[src/rtl/arc4_key_scheduler.sv]
// ARC4 key-search dispatcher: walks an inclusive key range across NUM_CORES workers,
// stops on the first reported hit, and reports the winning key or "not found".
module arc4_key_scheduler #(
  parameter int NUM_CORES = 4,
  parameter int KEY_W     = 24
) (
  input  logic                       clk,
  input  logic                       rst_n,
  input  logic                       en,
  output logic                       rdy,
  input  logic [KEY_W-1:0]           key_lo,
  input  logic [KEY_W-1:0]           key_hi,
  output logic                       found,
  output logic [KEY_W-1:0]           found_key,
  output logic [NUM_CORES-1:0]       core_start,
  output logic [NUM_CORES*KEY_W-1:0] core_key,
  input  logic [NUM_CORES-1:0]       core_done,
  input  logic [NUM_CORES-1:0]       core_hit
);

  typedef enum logic [1:0] {IDLE, RUN, DRAIN, DONE} state_t;

  localparam logic [KEY_W:0] KEY_ONE = {{KEY_W{1'b0}}, 1'b1};

  state_t               state_reg, state_next;
  logic [NUM_CORES-1:0] busy_reg, busy_next;
  // One extra bit so a range ending at all-ones terminates instead of wrapping.
  logic [KEY_W:0]       next_key_reg, next_key_next;
  logic [KEY_W-1:0]     key_hi_reg, key_hi_next;
  logic                 found_reg, found_next;
  logic [KEY_W-1:0]     found_key_reg, found_key_next;
  logic [KEY_W-1:0]     core_key_reg [NUM_CORES];

  logic [NUM_CORES-1:0] free_vec, hit_vec, first_free, start_vec;
  logic [KEY_W-1:0]     hit_key;
  logic                 hit_any, range_left;

  // A core that reports done this cycle is not restarted until the next one.
  assign free_vec   = ~busy_reg & ~core_done;
  assign hit_vec    = busy_reg & core_done & core_hit;
  assign hit_any    = |hit_vec;
  assign range_left = (next_key_reg <= {1'b0, key_hi_reg});

  // Descending scan so the lowest index is the one left standing.
  always_comb begin
    first_free = '0;
    hit_key    = '0;
    for (int i = NUM_CORES - 1; i >= 0; i--) begin
      if (free_vec[i]) begin
        first_free    = '0;
        first_free[i] = 1'b1;
      end
      if (hit_vec[i]) begin
        hit_key = core_key_reg[i];
      end
    end
  end

  always_comb begin
    state_next     = state_reg;
    next_key_next  = next_key_reg;
    key_hi_next    = key_hi_reg;
    found_next     = found_reg;
    found_key_next = found_key_reg;
    start_vec      = '0;

    case (state_reg)
      IDLE, DONE: begin
        if (en) begin
          key_hi_next    = key_hi;
          next_key_next  = {1'b0, key_lo};
          found_next     = 1'b0;
          found_key_next = '0;
          state_next     = (key_lo > key_hi) ? DONE : RUN;
        end
      end
      RUN: begin
        if (hit_any) begin
          found_next     = 1'b1;
          found_key_next = hit_key;
          state_next     = DRAIN;
        end else if (!range_left) begin
          state_next = DRAIN;
        end else if (|first_free) begin
          start_vec     = first_free;
          next_key_next = next_key_reg + KEY_ONE;
        end
      end
      DRAIN: begin
        // Keys still in flight after exhaustion may yet produce the first hit.
        if (hit_any && !found_reg) begin
          found_next     = 1'b1;
          found_key_next = hit_key;
        end
        if (busy_reg == '0) begin
          state_next = DONE;
        end
      end
      default: state_next = IDLE;
    endcase

    busy_next = (busy_reg & ~core_done) | start_vec;
  end

  always_ff @(posedge clk or negedge rst_n) begin
    if (!rst_n) begin
      state_reg     <= IDLE;
      busy_reg      <= '0;
      next_key_reg  <= '0;
      key_hi_reg    <= '0;
      found_reg     <= 1'b0;
      found_key_reg <= '0;
    end else begin
      state_reg     <= state_next;
      busy_reg      <= busy_next;
      next_key_reg  <= next_key_next;
      key_hi_reg    <= key_hi_next;
      found_reg     <= found_next;
      found_key_reg <= found_key_next;
    end
  end

  always_ff @(posedge clk or negedge rst_n) begin
    if (!rst_n) begin
      for (int i = 0; i < NUM_CORES; i++) core_key_reg[i] <= '0;
    end else begin
      for (int i = 0; i < NUM_CORES; i++) begin
        if (start_vec[i]) core_key_reg[i] <= next_key_reg[KEY_W-1:0];
      end
    end
  end

  // The key is presented alongside its start pulse, then held by the register.
  generate
    for (genvar gi = 0; gi < NUM_CORES; gi++) begin : g_key
      assign core_key[gi*KEY_W +: KEY_W] =
        start_vec[gi] ? next_key_reg[KEY_W-1:0] : core_key_reg[gi];
    end
  endgenerate

  assign core_start = start_vec;
  assign rdy        = (state_reg == IDLE) || (state_reg == DONE);
  assign found      = found_reg;
  assign found_key  = found_key_reg;

endmodule

[config.mk]
export PLATFORM = sky130hd
export DESIGN_NAME = arc4_key_scheduler
export DESIGN_NICKNAME = d
export VERILOG_FILES = /design/src/rtl/arc4_key_scheduler.sv
export SDC_FILE = /design/constraint.sdc
export NUM_CORES = 1
export LEC_CHECK = 0
export CAP_MARGIN = 30
export CORE_MARGIN = 2
export CORE_UTILIZATION = 23
export CTS_CLUSTER_DIAMETER = 200
export DETAILED_ROUTE_END_ITERATION = 16
export DONT_BUFFER_PORTS = 1
export GPL_TIMING_DRIVEN = 1
export PLACE_DENSITY = 0.4
export SLEW_MARGIN = 25
export SYNTH_ARGS = -nofsm -noshare
export SYNTH_HDL_FRONTEND = slang
export SYNTH_SLANG_ARGS = --single-unit
[constraint.sdc]
create_clock -name clk -period 5.1 [get_ports clk]
set_input_delay 1.02 -clock clk [delete_from_list [all_inputs] [get_ports clk]]
set_output_delay 1.02 -clock clk [all_outputs]
set_load 0.05 [all_outputs]
==> metrics.md <==
| Metric | Value |
|---|---|
| GRT Residual Overflow | `0` |
| Setup WS pre-CTS | `0.166 ns` |
| PortBufs | `0` |
| Vias | `6,876` |
| Avg Inst Size Synth | `10.4 um2` |
| Routed vias/inst | `4.83` |
| Starting Density | `0.233` |
| Leak | `4.70 nW` |
| Post-route ant nets | `0` |
| Die W | `204 um` |
| Vias in the first global route | `6,913` |
| Placer congestion estimate | `0.779` |
| Vert. Die Dim | `204 um` |
| Synth unique cells | `66` |
| Syn Nets | `1,000` |
| Site row count | `between 70 and 80` |
| Post-CTS setup buffers | `0` |
| Routed length per instance | `around 24 um` |
| Pins Over Slew Limit | `0` |
| Setup CP Type | `reg2out` |
| Mux cell area share after synthesis | `0.123` |
| Number of synthesized flops with an enable pin | `0` |
| Adder-cell share of the synthesized area | `0.0705` |
| CP Data Arrival Time | `3.88 ns` |
| Worst Setup Start Kind | `flop` |
| First-pass detailed-route iteration total | `5` |
| First-pass GRT wire length | `49.3 mm` |
| Synth Area in Simple Gates | `0.122` |
| Hold Path Class | `in2async` |
| Clk buf depth | `2` |
| Max_cap viols | `0` |
| Count leader, synth | `dfrtp_1` |
| Power, Total | `7.95 mW` |
| Worst EP required | `4.08 ns` |
| FF-to-FF Start | `next_key_reg[2]` |
| Largest net degree at the start of global routing | `177` |
| DR iter-0 viols | `453` |
| Hold Fails Final Rpt | `0` |
| CTS Sinks | `about 180` |
| Compound-Gate Fraction of Synth Area | `0.153` |
| H-tree Lvls | `4` |
| Crit path from | `next_key_reg[2]` |
| Cts bufs inserted | `17` |
| Synth Flop Type | `dfrtp_1` |
| Total Routing Usage GR | `0.164` |
| CTS Hold Bufs | `0` |
| Largest register FFs | `96` |
| #FFs+latches synth | `176` |
| Max Clk Rate | `around 200 MHz` |
| Clk slew on worst S/H paths | `0.07 ns` |
| Dpl hpwl | `24.7 mm` |
| Die area | `around 42,000 um2` |
| RSZ-0062 raised after global routing | `false` |
| Yosys top cell by area | `dfrtp_1` |
| CP Capture Type | `output port` |
| Area fraction of the dominant cell type after synthesis | `0.478` |
| Final setup violating endpoints | `0` |
| Seq/Total Area, Yosys | `0.478` |
| Synth cell count leaders | `dfrtp_1, nand2_1, inv_1, o21ai_0, mux2_2` |
| Outcome | `complete, no violations` |
| Core ar. | `between 30,000 and 40,000 um2` |
| Synth warn | `0` |
| CTS tree | `yes` |
| Pin slew with the least headroom to its limit | `around 0.81 ns` |
| Tmin final | `4.90 ns` |
| Netlist Area Pre-Place | `~9200 um2` |
| Layout Nets | `998` |
| PD cells | `749 nW/um2` |
| Post-route clock period utilization | `0.960` |
| Final worst slack | `just over 0.2 ns` |
| Synth Area in XOR/XNOR | `0` |
| Remaining DRCs | `0` |
| WL final | `33.7 mm` |
| Critical path fanouts, max | `14` |
| Relative slew slack | `0.458` |
| Area growth from synthesis to layout | `15.0%` |
| Initial antenna violation count | `0` |
| Peak VDD IR | `241 uV` |
| Top cells by area, synth | `dfrtp_1, ha_1, mux2_2` |
| Worst-case clock skew | `0.0108 ns` |
| Setup TNS | `0 ns` |
| IO Pins | `around 190` |
| Post-synth ARST share | `1.00` |
| Synthesized instance count | `a little under 900` |
| Largest family of logic cells by synthesized area | `compound AO/OA/AOI/OAI gates` |
| Clk_lat worst skew | `0.46 ns` |
| Root buf cell | `clkbuf_16` |
| Final core utilization | `0.268` |
| Ratio of cells with drive above 1 in the final layout | `0.199` |
-- critical path, cell delays in order (launching register included) --
cell and delay [ns]:
dfrtp_2 0.49, ha_1 0.33, a21oi_1 0.14, o21ai_0 0.18, a2111oi_4 0.45, buf_4 0.18, o211ai_1 0.17, a21o_4 0.33
nor4b_4 0.37, buf_12 0.20, mux2_1 0.56
-- path summary, 6_finish.rpt --
path                                     to  depth (start not counted)  slack (ns)
max in group asynchronous   next_key_reg[4]                          0        4.27
min in group clk              key_hi_reg[0]                          1        0.52
hold reg to reg               key_hi_reg[0]                          1        0.52
hold / removal               key_hi_reg[17]                          0        0.27
setup reg to reg           core_key_reg[29]                         10        1.46
setup / recovery               core_key[53]                         10        0.20
-- cell usage in the layout, fill, tap and decap left out, types with 25 or more instances in the layout --
cell type / count
nand2_1: 84
inv_1: 65
mux2_2: 92
a221oi_1: 25
nor3_1: 32
o21ai_0: 60
ha_1: 52
dfrtp_1: 173
buf_4: 31
a21oi_1: 45
nor2_1: 49
-- cells by family after synthesis --
group                      Yosys count
buffers and inverters              121
muxes                              101
DFF                                176
and+or+nand+nor                    230
AOI/OAI and AO/OA                  209
adders and majority gates           52
-- stage by stage --
step | std cells | cell area, um2 | hold WS [ns]
after floorplan | 889 | 9220 | 0.485
after global placement | 1392 | 9940 | 0.497
after detailed placement | 1393 | 9950 | 0.506
after CTS | 1424 | 10600 | 0.240
after global routing | 1424 | 10600 | 0.233
final | 1425 | 10600 | 0.267
-- where the power goes --
group | internal, mW | switching, mW | total [mW]
logic | 1.01 | 3.03 | 4.04
clock network | 0.826 | 0.625 | 1.45
registers | 1.97 | 0.485 | 2.45
-- routing by layer --
layer  vias to the layer above  part of all wire  routed length, um  GRT usage
met3                        23             0.060               2030     0.0520
met2                       152              0.46              15500      0.254
li1                       3222                 -                  -          -
met1                      3479              0.46              15600      0.220
met5                         -                 0                  0          0
met4                         0             0.014                457     0.0417
-- timing repair --
item / in CTS / in global routing
resized for setup: 35 / 9
cloned: 0 / 0
hold endpoints to repair: 0 / 0
setup endpoints to repair: 96 / 72
-- cell type report --
type	instances	area [um2]
Multi-Input combinational cell	592	4360
Fill cell	4250	29000
Tap cell	525	657
Sequential cell	176	4410
Inverter	65	244
Antenna cell	1	2.50
Timing Repair Buffer	35	308
Clock buffer	17	425
Clock inverter	14	201
Power figures use the tool's default switching activity.
